`config.mk`:
```
export PLATFORM = sky130hd
export DESIGN_NAME = operand_fetch
export DESIGN_NICKNAME = d
export VERILOG_FILES = /design/src/rtl/operand_fetch.sv
export SDC_FILE = /design/constraint.sdc
export NUM_CORES = 1
export LEC_CHECK = 0
export CORE_AREA = 2 2 174 142
export CTS_BUF_LIST = sky130_fd_sc_hd__clkbuf_4 sky130_fd_sc_hd__clkbuf_8
export DETAILED_ROUTE_END_ITERATION = 12
export DIE_AREA = 0 0 176 144
export GPL_ROUTABILITY_DRIVEN = 0
export PLACE_DENSITY = 0.81
export SYNTH_ARGS = -nofsm -noshare
export SYNTH_HDL_FRONTEND = slang
export SYNTH_SLANG_ARGS = --single-unit
```
`constraint.sdc`:
```
create_clock -name clk -period 4.85 [get_ports clk]
set_clock_uncertainty 0.1 [all_clocks]
set_input_delay 0.97 -clock clk [delete_from_list [all_inputs] [get_ports clk]]
set_output_delay 0.97 -clock clk [all_outputs]
set_load 0.05 [all_outputs]
```
`src/rtl/operand_fetch.sv`:
```
// operand_fetch -- operand-fetch stage between decode and execute.
//
// Drives the 32x32 register file read addresses straight from the incoming
// instruction, absorbs the file's one-cycle registered read in stage F, and
// hands operand pairs to execute through a 2-entry in-order output FIFO.
// A 32-bit busy scoreboard holds back RAW/WAW hazards against in-flight
// destinations. Writeback data is forwarded both from the accept cycle
// (latched in F) and from the cycle F drains (live).
//
// Optional feature macro: OPERAND_FETCH_WB_BYPASS_EN
//   defined     -> a matching writeback clears the hazard in the same cycle
//                  and the bypass muxes forward its data.
//   not defined -> no early clear and no bypass muxes; a dependent
//                  instruction issues the cycle after writeback and the
//                  register file read returns the new value.
//
// Ports:
//   clk, rst_n                 clock, asynchronous active-low reset
//   i_in_valid / o_in_ready    decoded-instruction handshake
//   i_in_rs1, i_in_rs2         source register numbers
//   i_in_rd, i_in_rd_we        destination register and its write enable
//   i_in_ctrl                  opaque control carried alongside the operands
//   o_r1_add, o_r2_add         register file read addresses (combinational)
//   i_r1_value, i_r2_value     register file read data, one cycle later
//   i_wb_enable/_add/_data     writeback bus (shared with the file write port)
//   i_flush                    synchronous kill of F and the output FIFO
//   o_out_valid / i_out_ready  operand-pair handshake to execute
//   o_out_a, o_out_b           source operands
//   o_out_rd, o_out_rd_we,
//   o_out_ctrl                 fields carried from the instruction
module operand_fetch #(
  parameter int DATA_W = 32,
  parameter int CTRL_W = 16
) (
  input  logic              clk,
  input  logic              rst_n,
  input  logic              i_in_valid,
  output logic              o_in_ready,
  input  logic [4:0]        i_in_rs1,
  input  logic [4:0]        i_in_rs2,
  input  logic [4:0]        i_in_rd,
  input  logic              i_in_rd_we,
  input  logic [CTRL_W-1:0] i_in_ctrl,
  output logic [4:0]        o_r1_add,
  output logic [4:0]        o_r2_add,
  input  logic [DATA_W-1:0] i_r1_value,
  input  logic [DATA_W-1:0] i_r2_value,
  input  logic              i_wb_enable,
  input  logic [4:0]        i_wb_add,
  input  logic [DATA_W-1:0] i_wb_data,
  input  logic              i_flush,
  output logic              o_out_valid,
  input  logic              i_out_ready,
  output logic [DATA_W-1:0] o_out_a,
  output logic [DATA_W-1:0] o_out_b,
  output logic [4:0]        o_out_rd,
  output logic              o_out_rd_we,
  output logic [CTRL_W-1:0] o_out_ctrl
);

  typedef struct packed {
    logic [DATA_W-1:0] a;
    logic [DATA_W-1:0] b;
    logic [4:0]        rd;
    logic              rd_we;
    logic [CTRL_W-1:0] ctrl;
  } entry_t;

  // Stage F: instruction whose register file read is in flight.
  logic              r_f_valid;
  logic [4:0]        r_f_rd;
  logic              r_f_rd_we;
  logic [CTRL_W-1:0] r_f_ctrl;

  // Output FIFO.
  entry_t            r_fifo [0:1];
  logic              r_rd_ptr;
  logic              r_wr_ptr;
  logic [1:0]        r_count;

  logic [31:0]       r_busy;
  logic [31:0]       w_busy_next;

  logic              w_clr1, w_clr2, w_clrd;
  logic              w_hazard;
  logic              w_deq;
  logic              w_push;
  logic              w_accept;
  logic [2:0]        w_occ_sum;
  logic [2:0]        w_occ_limit;
  logic [DATA_W-1:0] w_op_a, w_op_b;
  logic [1:0]        w_slot_kill;

  assign o_r1_add = i_in_rs1;
  assign o_r2_add = i_in_rs2;

`ifdef OPERAND_FETCH_WB_BYPASS_EN
  // Source numbers and writeback forwarding captured at accept time.
  logic [4:0]        r_f_rs1, r_f_rs2;
  logic              r_f_byp1_valid, r_f_byp2_valid;
  logic [DATA_W-1:0] r_f_byp1_data, r_f_byp2_data;

  assign w_clr1 = i_wb_enable && (i_wb_add == i_in_rs1);
  assign w_clr2 = i_wb_enable && (i_wb_add == i_in_rs2);
  assign w_clrd = i_wb_enable && (i_wb_add == i_in_rd);

  // Live writeback while F drains beats the value latched at accept, which
  // beats the register file read (the file returns its pre-write contents).
  assign w_op_a = (i_wb_enable && (i_wb_add == r_f_rs1)) ? i_wb_data :
                  r_f_byp1_valid ? r_f_byp1_data : i_r1_value;
  assign w_op_b = (i_wb_enable && (i_wb_add == r_f_rs2)) ? i_wb_data :
                  r_f_byp2_valid ? r_f_byp2_data : i_r2_value;

  always_ff @(posedge clk or negedge rst_n) begin
    if (!rst_n) begin
      r_f_rs1        <= '0;
      r_f_rs2        <= '0;
      r_f_byp1_valid <= 1'b0;
      r_f_byp2_valid <= 1'b0;
      r_f_byp1_data  <= '0;
      r_f_byp2_data  <= '0;
    end else if (w_accept) begin
      r_f_rs1        <= i_in_rs1;
      r_f_rs2        <= i_in_rs2;
      r_f_byp1_valid <= w_clr1;
      r_f_byp2_valid <= w_clr2;
      r_f_byp1_data  <= i_wb_data;
      r_f_byp2_data  <= i_wb_data;
    end
  end
`else
  assign w_clr1 = 1'b0;
  assign w_clr2 = 1'b0;
  assign w_clrd = 1'b0;
  assign w_op_a = i_r1_value;
  assign w_op_b = i_r2_value;

  // Writeback data only feeds the bypass muxes, which are absent here.
  logic w_unused_wb_data;
  assign w_unused_wb_data = ^i_wb_data;
`endif

  assign w_hazard = (r_busy[i_in_rs1] && !w_clr1) ||
                    (r_busy[i_in_rs2] && !w_clr2) ||
                    (i_in_rd_we && r_busy[i_in_rd] && !w_clrd);

  assign o_out_valid = (r_count != 2'd0);
  assign w_deq       = o_out_valid && i_out_ready;
  assign w_push      = r_f_valid && !i_flush;

  // occ + f_valid - deq < 2, rearranged to stay unsigned. The dequeue term
  // makes in_ready depend combinationally on out_ready on purpose: a full
  // buffer can accept in the same cycle it releases an entry.
  assign w_occ_sum   = {1'b0, r_count} + {2'b00, r_f_valid};
  assign w_occ_limit = 3'd2 + {2'b00, w_deq};

  assign o_in_ready = rst_n && !i_flush && !w_hazard && (w_occ_sum < w_occ_limit);
  assign w_accept   = i_in_valid && o_in_ready;

  // A FIFO slot is killed by flush when it holds a live entry that is not
  // being handed to execute this same cycle.
  generate
    for (genvar gi = 0; gi < 2; gi++) begin : g_slot_kill
      logic w_live;
      assign w_live = (r_count == 2'd2) ||
                      ((r_count == 2'd1) && (r_rd_ptr == 1'(gi)));
      assign w_slot_kill[gi] = i_flush && w_live && r_fifo[gi].rd_we &&
                               !(w_deq && (r_rd_ptr == 1'(gi)));
    end
  endgenerate

  // Scoreboard: clears first, then an accepted writer sets its bit, so a
  // set and clear of the same register in one cycle leaves it busy.
  always_comb begin
    w_busy_next = r_busy;
    if (i_wb_enable) begin
      w_busy_next[i_wb_add] = 1'b0;
    end
    if (i_flush && r_f_valid && r_f_rd_we) begin
      w_busy_next[r_f_rd] = 1'b0;
    end
    for (int i = 0; i < 2; i++) begin
      if (w_slot_kill[i]) begin
        w_busy_next[r_fifo[i].rd] = 1'b0;
      end
    end
    if (w_accept && i_in_rd_we) begin
      w_busy_next[i_in_rd] = 1'b1;
    end
  end

  always_ff @(posedge clk or negedge rst_n) begin
    if (!rst_n) begin
      r_f_valid <= 1'b0;
      r_f_rd    <= '0;
      r_f_rd_we <= 1'b0;
      r_f_ctrl  <= '0;
      r_busy    <= '0;
      r_rd_ptr  <= 1'b0;
      r_wr_ptr  <= 1'b0;
      r_count   <= 2'd0;
      for (int i = 0; i < 2; i++) begin
        r_fifo[i] <= '0;
      end
    end else begin
      // F holds an instruction for exactly one cycle; flush blocks accept.
      r_f_valid <= w_accept;
      if (w_accept) begin
        r_f_rd    <= i_in_rd;
        r_f_rd_we <= i_in_rd_we;
        r_f_ctrl  <= i_in_ctrl;
      end
      r_busy <= w_busy_next;

      if (i_flush) begin
        r_rd_ptr <= 1'b0;
        r_wr_ptr <= 1'b0;
        r_count  <= 2'd0;
      end else begin
        if (w_push) begin
          r_fifo[r_wr_ptr] <= '{a: w_op_a, b: w_op_b, rd: r_f_rd,
                                rd_we: r_f_rd_we, ctrl: r_f_ctrl};
          r_wr_ptr <= ~r_wr_ptr;
        end
        if (w_deq) begin
          r_rd_ptr <= ~r_rd_ptr;
        end
        r_count <= r_count + {1'b0, w_push} - {1'b0, w_deq};
      end
    end
  end

  assign o_out_a     = r_fifo[r_rd_ptr].a;
  assign o_out_b     = r_fifo[r_rd_ptr].b;
  assign o_out_rd    = r_fifo[r_rd_ptr].rd;
  assign o_out_rd_we = r_fifo[r_rd_ptr].rd_we;
  assign o_out_ctrl  = r_fifo[r_rd_ptr].ctrl;

endmodule

```
==> impl_metrics.json <==
{
  "crit_chain": "clkdlybuf4s50_1 -> mux4_2 -> o21ai_0 -> nand2_1 -> a2111oi_4 -> nand2_1 -> nor2_1 -> buf_12",
  "ys.flop_type": "dfrtp_1",
  "arrival_ps": 3460,
  "fin_crit_ps": 4530,
  "drc_errors": 0,
  "worst_setup_path_start_kind": "input pin",
  "cts_sinks": 231,
  "timing.final.crit_share_pct": 93.3,
  "grt_pass1_vias": 8909,
  "setup-violations-final": 0,
  "worst-path-buf-inv": 2,
  "synth_area_um2": 11600,
  "grt-ovfl-total": 0,
  "synth_edf_count": 0,
  "fmax_mhz": 221,
  "vdd_drop_max_uv": 473,
  "clk_pin_slew_ps": 60,
  "start_util_pct": 48.6,
  "insertion_delay_ps": 550,
  "syn_inst": 896,
  "htree_levels": 2,
  "avgSynthCellArea_um2": 12.9,
  "coreArea_um2": 23800,
  "cts_resized": 0,
  "fillCellCount": 1818,
  "drtIter0Drc": 852,
  "track_usage_pct": 24.2,
  "area_delta_synth_final_pct": 27.2,
  "antenna_found_initial": 1,
  "ys_ff_latch": 231,
  "yosysWarnings": 0,
  "cts_tree": "built",
  "synth_seq_area_share_pct": 49.9,
  "power_density_nw_per_um2": 594,
  "finalNetCount": 1233,
  "multiInputGateArea_um2": 5450,
  "required_ps": 3780,
  "routedWlPerCell_um": 21.1,
  "status": "finished clean",
  "cp_top_family": "buffers and inverters",
  "slowest_stage": "clkdlybuf4s50_1",
  "grt_pass1_wl_um": 48200,
  "slew_headroom_pct": 41.9,
  "fin_setup_tns_ps": 0,
  "dieHeight_um": 144,
  "critical_path_class": "in -> out",
  "vias_per_cell": 5.94,
  "cp_slowest_stage_delay_ps": 760,
  "clockBufferDepth": 3,
  "place_hpwl_um": 20500,
  "cts_hold_buf": 0,
  "post_cts_buffers": 0,
  "whs_ps": 199,
  "numCtsBuffers": 40,
  "grt_max_degree": 69,
  "routed_wl_um": 30300,
  "io_pins": 237,
  "synth_nets": 1039,
  "vias": 8557,
  "drv_cap": 0,
  "maxSlewViolCount": 0,
  "port_buffers": 204,
  "std_cell_rows": 51,
  "cpMostUsedCell": "nand2_1",
  "path_max_fanout": 9,
  "die-area_um2": 25300,
  "ff_latch_area_um2": 5780,
  "rsz0062_at_grt": "no",
  "power.leakage_nw": 6.35,
  "cts-root-buf": "clkbuf_8",
  "async_flop_share_pct": 100,
  "die_w_um": 176,
  "post_synth_num_cell_types": 49,
  "hold_class": "in -> async",
  "finalHoldViolations": 0,
  "worstSetupEndpointType": "primary output",
  "drive_above_1_share_pct": 34.1,
  "drtAntennaViolNets": 0,
  "first_pass_iters": 8,
  "worst_slew_pin_slew_ps": 872
}
==> final cells by class <==
class                           instances  share of cell area (%)
Clock inverter                          6                   0.340
Inverter                                8                   0.212
Antenna cell                            1                  0.0170
Timing Repair Buffer                  221                    14.9
Tap cell                              318                    2.70
Sequential cell                       231                    39.3
Clock buffer                           67                    5.54
Multi-Input combinational cell        588                    37.0
==> registers in the layout (all words and copies together) (netlist names) <==
name	cells
r_wr_ptr	1
r_f_rd_we	1
r_f_ctrl	16
r_fifo	172
r_f_valid	1
r_count	2
r_rd_ptr	1
r_f_rd	5
r_busy	32
==> per-layer routing <==
layer	wire [µm]	track usage (%)
met3	4100	11.2
met4	879	8.44
met1	11900	31.0
met5	13	0
met2	13400	36.4
==> cell families (layout without fill, tap and decap cells) <==
kind of cell / count (synthesis) / after routing / share of synthesized area (%)
simple gates: 114 / 114 / 5.43
mux: 309 / 309 / 31.6
other cells: 0 / 1 / 0
flops: 231 / 231 / 49.9
fa+ha+maj: 4 / 4 / 0.432
compound gates: 157 / 157 / 9.24
xor+xnor: 4 / 4 / 0.303
buf+inv: 77 / 302 / 3.08
==> worst register-to-register path, delay by kind of cell, from the launching register on <==
family                 cells  cell delay (ps)
DFF                        1              460
muxes                      2              910
buffers and inverters      1              380
AOI/OAI and AO/OA          3              760
and+or+nand+nor            1              210
==> where the power goes <==
group	total, W	internal (W)	switching, W	leakage [nW]
logic	0.00404	0.00163	0.00241	2.87
registers	0.00284	0.00244	0.000400	3.02
clock network	0.00186	0.00107	0.000793	0.457
total	0.00874	0.00514	0.00361	6.35
==> placed cells by master (no fill, tap or decap), types with 5 or more instances in the layout <==
master / n
inv_1: 7
or3b_2: 6
o21ai_0: 40
mux2_1: 19
clkdlybuf4s50_1: 202
nand3_1: 10
a21oi_1: 32
nand3b_1: 13
buf_4: 16
nand2b_1: 7
or3_1: 5
nor3b_1: 5
mux4_2: 17
o31ai_1: 34
nor2_1: 24
clkbuf_8: 50
mux2_2: 260
nor2b_1: 10
nand2_1: 22
clkbuf_4: 17
dfrtp_1: 230
o221ai_1: 34
mux2i_1: 13
==> worst paths after layout <==
path,from,end,cells past startpoint,slack (ps)
worst max-delay path,i_in_rs2[1],o_in_ready,8,320
worst min-delay path,rst_n,r_f_ctrl[6],1,200
worst max register to register,r_busy[6],r_f_rd[4],7,1930
worst min register to register,r_fifo[53],r_fifo[53],1,400
max in group asynchronous,rst_n,r_rd_ptr,3,2320
min in group clk,r_fifo[53],r_fifo[53],1,400
==> Yosys cell counts, types with 2 or more instances <==
cell type | instances | area share (%)
mux2_2 | 260 | 25
dfrtp_1 | 231 | 50
o21ai_0 | 40 | 1.7
clkbuf_1 | 34 | 1.1
o221ai_1 | 34 | 2.6
o31ai_1 | 34 | 2.2
a21oi_1 | 32 | 1.4
nor2_1 | 25 | 0.81
nand2_1 | 22 | 0.71
mux2_1 | 19 | 1.8
mux4_2 | 17 | 3.3
buf_1 | 14 | 0.45
mux2i_1 | 13 | 1.1
nand3b_1 | 13 | 0.84
buf_4 | 11 | 0.71
nand3_1 | 10 | 0.43
nor2b_1 | 10 | 0.54
buf_2 | 7 | 0.30
inv_1 | 7 | 0.23
nand2b_1 | 7 | 0.38
or3b_2 | 6 | 0.45
nor3b_1 | 5 | 0.32
or3_1 | 5 | 0.27
ha_1 | 4 | 0.43
and3_1 | 3 | 0.16
o22ai_1 | 3 | 0.16
a2111oi_0 | 2 | 0.15
buf_6 | 2 | 0.19
o2111ai_1 | 2 | 0.15
o211ai_1 | 2 | 0.13
or2_2 | 2 | 0.11
xnor2_1 | 2 | 0.15
xor2_1 | 2 | 0.15
==> stage by stage <==
| stage | util [%] | setup slack, ps | area [µm²] | instances | total power [W] |
|---|---|---|---|---|---|
| finish | 61.9 | 325 | 14700 | 1440 | 0.00874 |
| global route | 61.9 | 110 | 14700 | 1439 | 0.00913 |
| CTS | 61.9 | 307 | 14700 | 1439 | 0.00879 |
| global placement | 58.2 | 297 | 13900 | 1366 | 0.00681 |
| floorplan | - | 708 | 11600 | 896 | 0.00555 |
| detailed placement | 58.2 | 312 | 13900 | 1366 | 0.00689 |
Note: power is estimated with default switching activity, not from simulation.
